File: src/rtl/pipeline_ctrl_pkg.sv
// Shared encodings and constants for the pipeline run-control sequencer.
// Consumed by pipeline_sequencer and load_use_detector.
package pipeline_ctrl_pkg;

  localparam int STATE_W          = 3;
  localparam int DRAIN_CYCLES_DEF = 3;

  function automatic int clogb2(input int value);
    int r;
    int v;
    r = 0;
    v = value;
    while (v > 0) begin
      r++;
      v = v >> 1;
    end
    return r;
  endfunction

  localparam int REG_ADDR_W = clogb2(32 - 1);

  typedef enum logic [STATE_W-1:0] {
    ST_IDLE      = 3'd0,
    ST_RUN       = 3'd1,
    ST_STEP_WAIT = 3'd2,
    ST_STEP_EXEC = 3'd3,
    ST_DRAIN     = 3'd4,
    ST_DONE      = 3'd5
  } state_t;

endpackage

File: src/rtl/pipeline_sequencer_lud.sv
// Load-use hazard compare: an ID/EX load whose rt feeds the IF/ID instruction.
// Only instantiated when PIPELINE_HAZARD_STALL_EN is defined.
module load_use_detector
  import pipeline_ctrl_pkg::*;
#(
  parameter int AW = REG_ADDR_W
) (
  input  logic          enable_i,
  input  logic          mem_read_i,
  input  logic [AW-1:0] ex_rt_i,
  input  logic [AW-1:0] id_rs_i,
  input  logic [AW-1:0] id_rt_i,
  output logic          hazard_o
);

  logic match;

  assign match    = (ex_rt_i == id_rs_i) | (ex_rt_i == id_rt_i);
  assign hazard_o = enable_i & mem_read_i & (|ex_rt_i) & match;

endmodule

File: src/rtl/pipeline_sequencer.sv
// Run-control sequencer: continuous/step enable, HALT drain, cycle counter.
// Optional load-use stall under PIPELINE_HAZARD_STALL_EN.
module pipeline_sequencer
  import pipeline_ctrl_pkg::*;
#(
  parameter int CANT_REGISTROS   = 32,
  parameter int DRAIN_CYCLES     = DRAIN_CYCLES_DEF,
  parameter int CANT_BITS_CICLOS = 32
) (
  input  logic                                  i_clock,
  input  logic                                  i_soft_reset,
  input  logic                                  i_start_continuous,
  input  logic                                  i_start_step,
  input  logic                                  i_step,
  input  logic                                  i_abort,
  input  logic                                  i_halt_detected,
  input  logic                                  i_id_ex_mem_read,
  input  logic [clogb2(CANT_REGISTROS-1)-1:0]   i_id_ex_reg_rt,
  input  logic [clogb2(CANT_REGISTROS-1)-1:0]   i_if_id_reg_rs,
  input  logic [clogb2(CANT_REGISTROS-1)-1:0]   i_if_id_reg_rt,
  output logic                                  o_enable_pipeline,
  output logic                                  o_enable_pc,
  output logic                                  o_enable_if_id,
  output logic                                  o_bubble,
  output logic                                  o_done,
  output logic [STATE_W-1:0]                    o_state,
  output logic [CANT_BITS_CICLOS-1:0]           o_cycle_count
);

  localparam int AW = clogb2(CANT_REGISTROS - 1);
  localparam int DW = (DRAIN_CYCLES < 2) ? 1
                    : $clog2(DRAIN_CYCLES + 1);
  localparam logic [DW-1:0] DRN_LOAD = DW'(DRAIN_CYCLES);
  localparam state_t HALT_NEXT =
    (DRAIN_CYCLES == 0) ? ST_DONE : ST_DRAIN;

  state_t                      state_q, state_d;
  logic [DW-1:0]               drn_q, drn_d;
  logic [CANT_BITS_CICLOS-1:0] cyc_q, cyc_d;
  logic                        en_q, en_d;
  logic                        done_q, done_d;
  logic                        clr;

  always_comb begin
    state_d = state_q;
    drn_d   = drn_q;
    clr     = 1'b0;
    if (i_abort) begin
      state_d = ST_IDLE;
    end else begin
      unique case (state_q)
        ST_IDLE: begin
          if (i_start_continuous) begin
            state_d = ST_RUN;
            clr     = 1'b1;
          end else if (i_start_step) begin
            state_d = ST_STEP_WAIT;
            clr     = 1'b1;
          end
        end
        ST_RUN: begin
          if (en_q && i_halt_detected) begin
            state_d = HALT_NEXT;
            drn_d   = DRN_LOAD;
          end
        end
        ST_STEP_WAIT: begin
          if (i_step) state_d = ST_STEP_EXEC;
        end
        ST_STEP_EXEC: begin
          if (i_halt_detected) begin
            state_d = HALT_NEXT;
            drn_d   = DRN_LOAD;
          end else begin
            state_d = ST_STEP_WAIT;
          end
        end
        ST_DRAIN: begin
          drn_d = drn_q - DW'(1);
          if (drn_q <= DW'(1)) state_d = ST_DONE;
        end
        ST_DONE: begin
          state_d = ST_DONE;
        end
        default: state_d = ST_IDLE;
      endcase
    end

    en_d   = (state_d == ST_RUN) || (state_d == ST_STEP_EXEC) ||
             (state_d == ST_DRAIN);
    done_d = (state_d == ST_DONE);

    cyc_d = cyc_q;
    if (clr) begin
      cyc_d = '0;
    end else if (en_q && (cyc_q != '1)) begin
      cyc_d = cyc_q + CANT_BITS_CICLOS'(1);
    end
  end

  always_ff @(posedge i_clock or negedge i_soft_reset) begin
    if (!i_soft_reset) begin
      state_q <= ST_IDLE;
      drn_q   <= '0;
      cyc_q   <= '0;
      en_q    <= 1'b0;
      done_q  <= 1'b0;
    end else begin
      state_q <= state_d;
      drn_q   <= drn_d;
      cyc_q   <= cyc_d;
      en_q    <= en_d;
      done_q  <= done_d;
    end
  end

  assign o_enable_pipeline = en_q;
  assign o_done            = done_q;
  assign o_state           = state_q;
  assign o_cycle_count     = cyc_q;

`ifdef PIPELINE_HAZARD_STALL_EN
  logic hazard;

  load_use_detector #(
    .AW (AW)
  ) u_lud (
    .enable_i   (en_q),
    .mem_read_i (i_id_ex_mem_read),
    .ex_rt_i    (i_id_ex_reg_rt),
    .id_rs_i    (i_if_id_reg_rs),
    .id_rt_i    (i_if_id_reg_rt),
    .hazard_o   (hazard)
  );

  assign o_enable_pc    = en_q & ~hazard;
  assign o_enable_if_id = en_q & ~hazard;
  assign o_bubble       = hazard;
`else
  logic unused_hz;
  assign unused_hz = ^{i_id_ex_mem_read, i_id_ex_reg_rt,
                       i_if_id_reg_rs, i_if_id_reg_rt};

  assign o_enable_pc    = en_q;
  assign o_enable_if_id = en_q;
  assign o_bubble       = 1'b0;
`endif

endmodule
File: config.mk
export PLATFORM = sky130hd
export DESIGN_NAME = pipeline_sequencer
export DESIGN_NICKNAME = d
export VERILOG_FILES = /design/src/rtl/pipeline_ctrl_pkg.sv /design/src/rtl/pipeline_sequencer_lud.sv /design/src/rtl/pipeline_sequencer.sv
export SDC_FILE = /design/constraint.sdc
export NUM_CORES = 1
export LEC_CHECK = 0
export ABC_CLOCK_PERIOD_IN_PS = 3600
export CAP_MARGIN = 10
export CORE_UTILIZATION = 54
export CTS_BUF_LIST = sky130_fd_sc_hd__clkbuf_8
export DETAILED_ROUTE_END_ITERATION = 10
export GPL_TIMING_DRIVEN = 0
export PLACE_DENSITY = 0.88
export SLEW_MARGIN = 30
export SYNTH_ARGS = -nofsm -noshare
export SYNTH_HDL_FRONTEND = slang
export SYNTH_HIERARCHICAL = 1
export SYNTH_SLANG_ARGS = --single-unit
File: constraint.sdc
create_clock -name i_clock -period 3.6 [get_ports i_clock]
set_clock_uncertainty 0.05 [all_clocks]
set_input_delay 0.54 -clock i_clock [delete_from_list [all_inputs] [get_ports i_clock]]
set_output_delay 0.54 -clock i_clock [all_outputs]
set_load 0.05 [all_outputs]
==> impl_metrics.ini <==
[routing]
drt-initial-drc-count = 123
vias = 2046
wire_per_inst_microns = 15.2
drc = 0
drt_pass1_iterations = 4
wirelength_microns = 5230
antenna_left = 0
viasPerCell = 5.95

[final_layout]
nNetsFinal = 318
antenna_cells = 0
drive_above_1_share_pct = 10.2
seq_area_sq_um = 976
syn_to_final_growth_pct = 27.9
mostFrequentLayoutCell = clkdlybuf4s50_1
multi_input_area_sq_mm = 0.00119
fill_cells = 316
final_cell_mix = 44 x clkdlybuf4s50_1, 39 x dfrtp_1, 27 x nor2_1, 20 x nand2_1, 16 x a21oi_1
final_area_sq_mm = 0.00292

[logic_synthesis]
synth_seq_cells = 39
avgSynthCellArea_sq_um = 9.50
synth_nets = 265
synth_cells = 240
yosysSeqAreaShare_pct = 42.8
ys_types = 49
yosysWarnings = 6
synth_flop_cell = dfrtp_1
synth_edf_count = 0
synth-async-reset-ratio_pct = 100
syn_area_sq_mm = 0.00228

[floorplanning]
placementRows = 23
coreArea_sq_mm = 0.00403
dieArea_sq_mm = 0.00449
start_util_pct = 56.6
num_io_pins = 63
die-height_microns = 67.0
dieWidth_microns = 67.0

[sta]
grt_setup_unrepaired = no
layout_min_cycle_time_ns = 2.58
slew_violations = 0
holdWs_ns = 0.125
timing.final.crit_share_pct = 71.7
tns_ns = 0
setup_viol = 0
max_freq_ghz = 0.387
worst_pin_slew_ns = 0.805
hold_violations = 0
slew_headroom_pct = 46.0

[worst_setup_path]
path_class = reg -> reg
reg2reg_from = o_cycle_count[0]
startpoint_type = register
path_cells = ha_1 > and4_1 > buf_2 > nand4_1 > and4bb_2 > a21oi_1 > a31o_2
worstPathMaxFanout = 10
crit_path_max_incr_delay_ns = 0.51
required_ns = 3.74
cp-startpoint = o_cycle_count[0]
slowest_stage = and4bb_2
arrival_ns = 2.72
endpoint_kind = register

[placement]
placed_area_sq_mm = 0.00282
io_buffers = 45
place_hpwl_microns = 3700
globalplace.congestion = 0.790

[cts]
cts_tree = yes
cts-root-buf = clkbuf_8
clk_path_buf_depth = 2
clock-sinks = 39
htree_num_levels = 2
cts_setup_buffers = 0
numCtsBuffers = 5
clkTransAtPathRegs_ns = 0.07
holdBufCountCts = 0
cts.repair.resized = 0
clk-insertion-delay-late_ns = 0.30

[power_and_ir_drop]
power_density_mw_per_mm2 = 376
p_leak_nw = 1.16
ir_worst_vdd_uv = 220

[global_routing]
antenna_found_initial = 0
grt_start_max_net_pins = 24
grt_pass1_vias = 1889
grt_pass1_wl_microns = 8610
grt-ovfl-total = 0
grt_use_total_pct = 26.1

[outcome]
status = finished, final reports clean

[worst_hold_path]
min-delay-path-class = in -> async

[job]
maxCapViolCount = 0
-- final cells by class --
class	instances	share of cell area (%)
Multi-Input combinational cell	178	40.9
Sequential cell	39	33.5
Timing Repair Buffer	46	16.2
Clock buffer	7	3.30
Buffer	14	2.66
Tap cell	50	2.15
Inverter	9	1.16
Clock inverter	1	0.129
-- power breakdown --
group	switching, W	total, W	internal, W	leakage, nW
logic	0.000178	0.000275	0.0000968	0.567
registers	0.0000325	0.000497	0.000465	0.534
clock network	0.000153	0.000325	0.000172	0.0557
-- routing by layer --
metal  wire length [microns]  global-route usage [%]
met1                    2340                    33.8
met4                      84                    11.2
met2                    2550                    41.5
met5                       0                       0
met3                     257                    5.99
-- flip-flops by register name, summed over array words and instances (netlist names) --
name and count:
o_enable_if_id 1, o_cycle_count 32, o_done 1, o_state 3, drn_q 2
-- cells in the mapped netlist (all sizes together), types with 4 or more instances --
master   instances  area [sq um]
a2111oi          5           100
a21oi           16          80.1
and3             4          25.0
and4             5          43.8
buf              8          55.1
clkbuf           6          22.5
dfrtp           39           976
inv              9          33.8
nand2           20          75.1
nand3            8          40.0
nand4           10          68.8
nor2            27           101
nor3             7          35.0
nor4             4          31.3
o21ai           10          50.0
or3              7          43.8
xnor2           13           114
-- final timing paths --
path / end / slack (ns) / cells past startpoint
setup / recovery: o_cycle_count[20] / 1.02 / 7
hold / removal: o_cycle_count[15] / 0.12 / 1
setup reg to reg: o_cycle_count[20] / 1.02 / 7
hold reg to reg: drn_q[0] / 0.49 / 1
max in group asynchronous: o_cycle_count[28] / 2.92 / 2
min in group i_clock: drn_q[0] / 0.49 / 1
-- critical path, delay by kind of cell (launching register included) --
family	cells	cell delay, ns
compound gates	2	0.30
simple gates	3	1.18
fa+ha+maj	1	0.23
buf+inv	1	0.28
flops	1	0.43
-- logic make-up (layout without fill, tap and decap cells) --
family	count (synthesis)	after routing	synth area share, %
fa+ha+maj	2	2	1.10
simple gates	102	102	23.8
other cells	1	1	0.164
xor+xnor	16	16	6.14
compound gates	57	57	21.2
flops	39	39	42.8
buf+inv	23	77	4.88
-- per-stage QoR --
stage / setup slack, ns / total power (W) / utilization [%] / cells
2_1_floorplan: 0.984 / 0.000682 / - / 240
3_3_place_gp: 0.914 / 0.000771 / 69.3 / 335
3_5_place_dp: 0.869 / 0.000780 / 69.9 / 336
4_1_cts: 1.02 / 0.00111 / 72.4 / 344
5_1_grt: 0.879 / 0.00116 / 72.4 / 344
6_report: 1.02 / 0.00110 / 72.4 / 344
Note: power is estimated with default switching activity, not from simulation.
